`src/rtl/cbus_rr_arbiter.sv`:
```
// cbus_rr_arbiter: shares one CBus port between NUM_PORTS cache requesters.
// One grant per transaction, held for the whole burst until ready && last.
//
// Ports:
//   clk, resetn       clock; synchronous active-low reset
//   ireqs[NUM_PORTS]  requests from the caches
//   iresps[NUM_PORTS] responses to the caches (only the granted one is live)
//   oreq              request to the downstream bus
//   oresp             response from the downstream bus
//   busy              high while a granted transaction is in flight
//   grant_idx         index of the granted port, valid while busy
//
// Build option: define CBUS_ARB_FIXED_PRIO_EN for fixed priority
// (lowest index wins); otherwise round-robin via rr_ptr.

package cbus_pkg;

   typedef enum logic [3:0] {
      MLEN1  = 4'd0,
      MLEN2  = 4'd1,
      MLEN4  = 4'd3,
      MLEN8  = 4'd7,
      MLEN16 = 4'd15
   } cbus_len_t;

   typedef struct packed {
      logic        valid;
      logic        is_write;
      logic [2:0]  size;
      logic [31:0] addr;
      logic [3:0]  strobe;
      logic [31:0] data;
      cbus_len_t   len;
   } cbus_req_t;

   typedef struct packed {
      logic        ready;
      logic        last;
      logic [31:0] data;
   } cbus_resp_t;

endpackage

module cbus_rr_arbiter
   import cbus_pkg::*;
#(
   parameter int NUM_PORTS = 2
) (
   input  logic       clk,
   input  logic       resetn,
   input  cbus_req_t  ireqs  [NUM_PORTS],
   output cbus_resp_t iresps [NUM_PORTS],
   output cbus_req_t  oreq,
   input  cbus_resp_t oresp,
   output logic       busy,
   output logic [$clog2(NUM_PORTS)-1:0] grant_idx
);

   localparam int IDX_BITS = $clog2(NUM_PORTS);

   typedef enum logic {
      IDLE = 1'b0,
      BUSY = 1'b1
   } state_t;

   state_t state;
   state_t state_nxt;

   logic [IDX_BITS-1:0] grant_nxt;
   logic [IDX_BITS-1:0] grant_inc;
   logic [IDX_BITS-1:0] win_idx;
   logic                win_found;
   logic                beat_seen;
   logic                beat_seen_nxt;
   logic                done;
   logic [NUM_PORTS-1:0] req_valid;
   cbus_req_t           gnt_req;

   always_comb begin
      for (int i = 0; i < NUM_PORTS; i++) begin
         req_valid[i] = ireqs[i].valid;
      end
   end

   assign gnt_req = ireqs[grant_idx];
   assign done    = oresp.ready && oresp.last;

   // pointer just past the current grant, wrapping at NUM_PORTS
   always_comb begin
      grant_inc = grant_idx + IDX_BITS'(1);
      if (grant_idx == IDX_BITS'(NUM_PORTS - 1)) begin
         grant_inc = '0;
      end
   end

`ifdef CBUS_ARB_FIXED_PRIO_EN

   // descending scan: the lowest valid index is written last and wins
   always_comb begin
      win_found = 1'b0;
      win_idx   = '0;
      for (int i = NUM_PORTS - 1; i >= 0; i--) begin
         if (req_valid[i]) begin
            win_found = 1'b1;
            win_idx   = IDX_BITS'(i);
         end
      end
   end

`else

   logic [IDX_BITS-1:0] rr_ptr;
   logic [IDX_BITS-1:0] rr_nxt;
   logic [IDX_BITS-1:0] cand;
   logic [IDX_BITS:0]   rr_sum;

   // scan rr_ptr+k (mod NUM_PORTS) for descending k so that the
   // smallest offset from rr_ptr is the one that sticks
   always_comb begin
      win_found = 1'b0;
      win_idx   = '0;
      rr_sum    = '0;
      cand      = '0;
      for (int k = NUM_PORTS - 1; k >= 0; k--) begin
         rr_sum = {1'b0, rr_ptr} + (IDX_BITS+1)'(k);
         if (rr_sum >= (IDX_BITS+1)'(NUM_PORTS)) begin
            rr_sum = rr_sum - (IDX_BITS+1)'(NUM_PORTS);
         end
         cand = rr_sum[IDX_BITS-1:0];
         if (req_valid[cand]) begin
            win_found = 1'b1;
            win_idx   = cand;
         end
      end
   end

   // granted port drops to lowest priority only on a real completion
   always_comb begin
      rr_nxt = rr_ptr;
      if (state == BUSY && done) begin
         rr_nxt = grant_inc;
      end
   end

   always_ff @(posedge clk) begin
      if (!resetn) begin
         rr_ptr <= '0;
      end else begin
         rr_ptr <= rr_nxt;
      end
   end

`endif

   always_ff @(posedge clk) begin
      if (!resetn) begin
         state     <= IDLE;
         grant_idx <= '0;
         beat_seen <= 1'b0;
      end else begin
         state     <= state_nxt;
         grant_idx <= grant_nxt;
         beat_seen <= beat_seen_nxt;
      end
   end

   always_comb begin
      state_nxt     = state;
      grant_nxt     = grant_idx;
      beat_seen_nxt = beat_seen;
      oreq          = '0;
      busy          = 1'b0;
      unique case (state)
         IDLE: begin
            beat_seen_nxt = 1'b0;
            if (win_found) begin
               state_nxt = BUSY;
               grant_nxt = win_idx;
            end
         end
         BUSY: begin
            busy = 1'b1;
            oreq = gnt_req;
            if (done) begin
               state_nxt     = IDLE;
               beat_seen_nxt = 1'b0;
            end else if (oresp.ready) begin
               beat_seen_nxt = 1'b1;
            end else if (!gnt_req.valid && !beat_seen) begin
               // abandoned before any data moved
               state_nxt = IDLE;
            end
         end
         default: begin
            state_nxt = IDLE;
         end
      endcase
   end

   // only the granted port ever sees ready/last
   always_comb begin
      for (int i = 0; i < NUM_PORTS; i++) begin
         iresps[i] = '0;
         if (state == BUSY && grant_idx == IDX_BITS'(i)) begin
            iresps[i] = oresp;
         end
      end
   end

endmodule

```
`config.mk`:
```
export PLATFORM = sky130hd
export DESIGN_NAME = cbus_rr_arbiter
export DESIGN_NICKNAME = d
export VERILOG_FILES = /design/src/rtl/cbus_rr_arbiter.sv
export SDC_FILE = /design/constraint.sdc
export NUM_CORES = 1
export LEC_CHECK = 0
export ABC_CLOCK_PERIOD_IN_PS = 1500
export BUFFER_PORTS_ARGS = -buffer_cell sky130_fd_sc_hd__buf_2
export CAP_MARGIN = 25
export CORE_AREA = 3 3 129 131
export CTS_BUF_LIST = sky130_fd_sc_hd__clkbuf_2 sky130_fd_sc_hd__clkbuf_4 sky130_fd_sc_hd__clkbuf_8
export DETAILED_ROUTE_END_ITERATION = 7
export DIE_AREA = 0 0 132 134
export PLACE_DENSITY = 0.4
export SLEW_MARGIN = 30
export SYNTH_ARGS = -nofsm -noshare
export SYNTH_HDL_FRONTEND = slang
export SYNTH_SLANG_ARGS = --single-unit
```
`constraint.sdc`:
```
create_clock -name clk -period 1.5 [get_ports clk]
set_clock_uncertainty 0.05 [all_clocks]
set_input_delay 0.45 -clock clk [delete_from_list [all_inputs] [get_ports clk]]
set_output_delay 0.45 -clock clk [all_outputs]
set_load 0.01 [all_outputs]
```
==> implementation parameters <==
Parameter                              Value

Status
  Outcome ... complete, but fails checks
  Failing checks ... setup timing

Detailed routing
  Via Count ... 3,103
  Vias per cell ... ~3.8
  Wirelength per Cell ... roughly 14 µm
  Count of TritonRoute iterations in the first routing pass ... 6
  Total detailed-routing wirelength ... between 10,000 and 15,000 µm
  Antenna-violating nets left ... 0
  Detailed router's first-iteration violation count ... 85
  DRC violations left ... 0

Timing
  Fmax ... ~0.54 GHz
  Post-layout worst setup margin ... -0.341 ns
  Worst rel slew slack ... 87.4%
  Worst Hold Slack ... ~0.44 ns
  Final worst path period share ... 123%
  Finish-stage setup viols ... roughly 150
  Transition time at the pin with the least slew margin ... 0.185 ns
  Final slew viol count ... 0
  Post-Route Setup TNS ... -38.06 ns
  Period minus WS final ... 1.84 ns
  RSZ-0062 raised after global routing ... yes
  Number of endpoints with negative hold slack in the final report ... 0

Clocking
  Root buffer selected by CTS ... clkbuf_8
  Number of buffers created by CTS ... 3
  Total clock sinks ... 4
  Longest Clk Path Bufs ... 2
  H-tree levels ... 1
  Cts-stage hold buffer count ... 0
  Clock slew at reported path FFs ... about 0.04 ns
  TritonCTS clock tree ... yes
  Clock latency on the worst-skew pair ... about 0.22 ns

Cells and area
  Fraction of layout instances using a drive strength above 1 ... about two thirds
  Signed area change from the synthesized netlist to the final layout ... 128%
  Design Area, Final ... 4300 µm²
  Number of nets in the layout ... about 800
  Share of the core filled with cells in the final layout ... around 27%
  Commonest non-fill, non-tap cells in the layout ... buf_2 (329), nor2_1 (68), mux2i_1 (65), and2_1 (34), and3_1 (29)
  Leading cell type in the layout, fill and taps excluded ... buf_2
  Count of fill cells added during filler insertion ... about 1,800
  Non-Filler Instances ... around 830

Power
  Leak Pwr ... between 2 and 2.5 nW
  Clock group share of total power ... between 10 and 15%
  Switching share of power ... approximately two fifths
  Logic pwr share ... 78.5%
  Final Power ... between 1.5 and 2 mW
  Reported net switching power ... between 0.7 and 0.8 mW
  Ratio of total power to cell area ... between 400 and 500 nW/µm²
  Seq pwr share ... just under 7%
  Max rail drop VDD ... 0.245 mV
  Internal power consumption ... about 1.0 mW

Floorplan
  Standard-cell row count ... 46
  Die width ... approximately 130 µm
  Std-Cell Core Area ... roughly 16,000 µm²
  Area of the die ... approximately 18,000 µm²
  Starting utilization of the core area ... between 10% and 20%
  Ports placed on the boundary ... about 340
  Chip Height ... approximately 130 µm

Setup path
  Slowest CP cell ... dfxtp_4
  Worst Setup EP ... oreq[67]
  Reg2Reg Launch Point ... grant_idx
  CP startpoint ... grant_idx
  Cells along the critical path ... buf_6, buf_12, mux2i_2, nor2_1, buf_2
  R2r worst-path depth ... 7
  Signal arrival time at the worst endpoint ... between 1 and 1.5 ns
  WP data required ... 1.00 ns
  Kind of critical path ... flop to output pin
  Sort of element at the end of the critical path ... output pin
  Peak per-stage delay on the critical path ... ~0.36 ns
  Startpoint kind of the worst setup timing path ... flop
  Capture instance of the worst register-to-register path ... state
  Reg2reg setup slack ... -0.02 ns
  CP max FO ... 9

Logic synthesis
  Number of distinct library cells after synthesis ... 24
  Post-Syn Instances ... 270
  Ranking of synthesized cells by area ... mux2i_1 (41%), nor2_1 (15%), and2_1 (12%)
  Post-synth top area cell ... mux2i_1
  Part of the Yosys area used for sequential elements ... under 10%
  Fraction of synthesized cell area taken by the top area cell type ... 41.3%
  Mean cell area of the mapped netlist ... around 7 µm²
  Yosys warning total ... 0
  Post-synthesis instance area ... ~1900 µm²
  Register bit total from synthesis ... 4
  Post-synthesis net count ... between 400 and 500

Placed design
  Half-perimeter wire length of the detailed placement result ... between 8000 and 9000 µm
  Placer congestion estimate ... around 0.76
  Placed cell count ... between 800 and 900
  Setup slack after placement ... -0.169 ns
  Post-place instance area ... ~3800 µm²
  PortBufs ... around 340

GRT
  Via count of the first global-routing pass ... roughly 2,900
  Gr ovfl total ... 0
  First-pass GRT wire length ... between 15,000 and 20,000 µm
  Number of antenna violations at the first check in global routing ... 1
  Maximum number of pins on one net before global-route repair ... 35
  GRT Overall Usage ... about 11%

Run
  Count of max-cap constraint violations ... 0

Worst hold path
  Launch instance of the worst min-delay path ... oresp[33]
  Min-delay worst type ... input port to flop
==> power by group through the flow <==
stage | clock network (mW) | registers, mW | logic (mW)
2_1_floorplan | 0 | 0.124 | 0.654
3_3_place_gp | 0 | 0.130 | 1.24
3_5_place_dp | 0 | 0.131 | 1.23
4_1_cts | 0.271 | 0.121 | 1.35
5_1_grt | 0.277 | 0.123 | 1.52
6_report | 0.263 | 0.122 | 1.40
==> synthesized netlist by cell type, drive strengths merged <==
library cell,count
a21boi,1
and3,34
clkbuf,13
buf,15
inv,3
o21ai,1
and2,35
nand3,2
a211oi,1
nor2,79
nor3,1
nand2,1
o211ai,1
mux2i,78
dfxtp,4
and4b,1
==> state kept, by name (all words and copies together), names as in the netlist <==
signal     cells
beat_seen      1
grant_idx      1
rr_ptr         1
state          1
==> cell type report <==
class	count	area [µm²]	share of cell area [%]
Multi-Input combinational cell	235	1690	39.3
Tap cell	216	270	6.28
Clock buffer	4	48.8	1.13
Timing Repair Buffer	364	2190	50.9
Sequential cell	4	87.6	2.03
Antenna cell	1	2.50	0.0581
Inverter	3	13.8	0.320
==> cell families (layout without fill, tap and decap cells) <==
group           Yosys count  in the layout  share of synthesized area (%)
flops                     4              4                           4.23
other cells               0              1                              0
mux                      78             78                           41.3
buf+inv                  31            371                           12.6
simple gates            153            153                           40.4
compound gates            4              4                           1.46
==> worst min-delay path by stage <==
stage	endpoint	cells after the start
after global routing	beat_seen	2
final	beat_seen	2
after floorplan	beat_seen	2
after global placement	beat_seen	2
after detailed placement	beat_seen	2
after CTS	beat_seen	2
==> routing by layer <==
metal	share of wire, %	track usage (%)
met5	0	0
met4	0.91	2.10
met3	7.6	2.21
met2	53	20.7
met1	38	12.5
==> timing repair <==
item                                    CTS  global route
setup buffers                             6             1
gates resized for setup                  22            21
pin swaps                                 1             4
endpoints found under the setup margin  147           147
cloned                                    3             3
==> worst max-delay path: cells and delay by family, from the launching register on <==
kind,cells,cell delay (ns)
simple gates,1,0.06
buf+inv,3,0.45
flops,1,0.36
mux,1,0.24
Power figures use the tool's default switching activity.
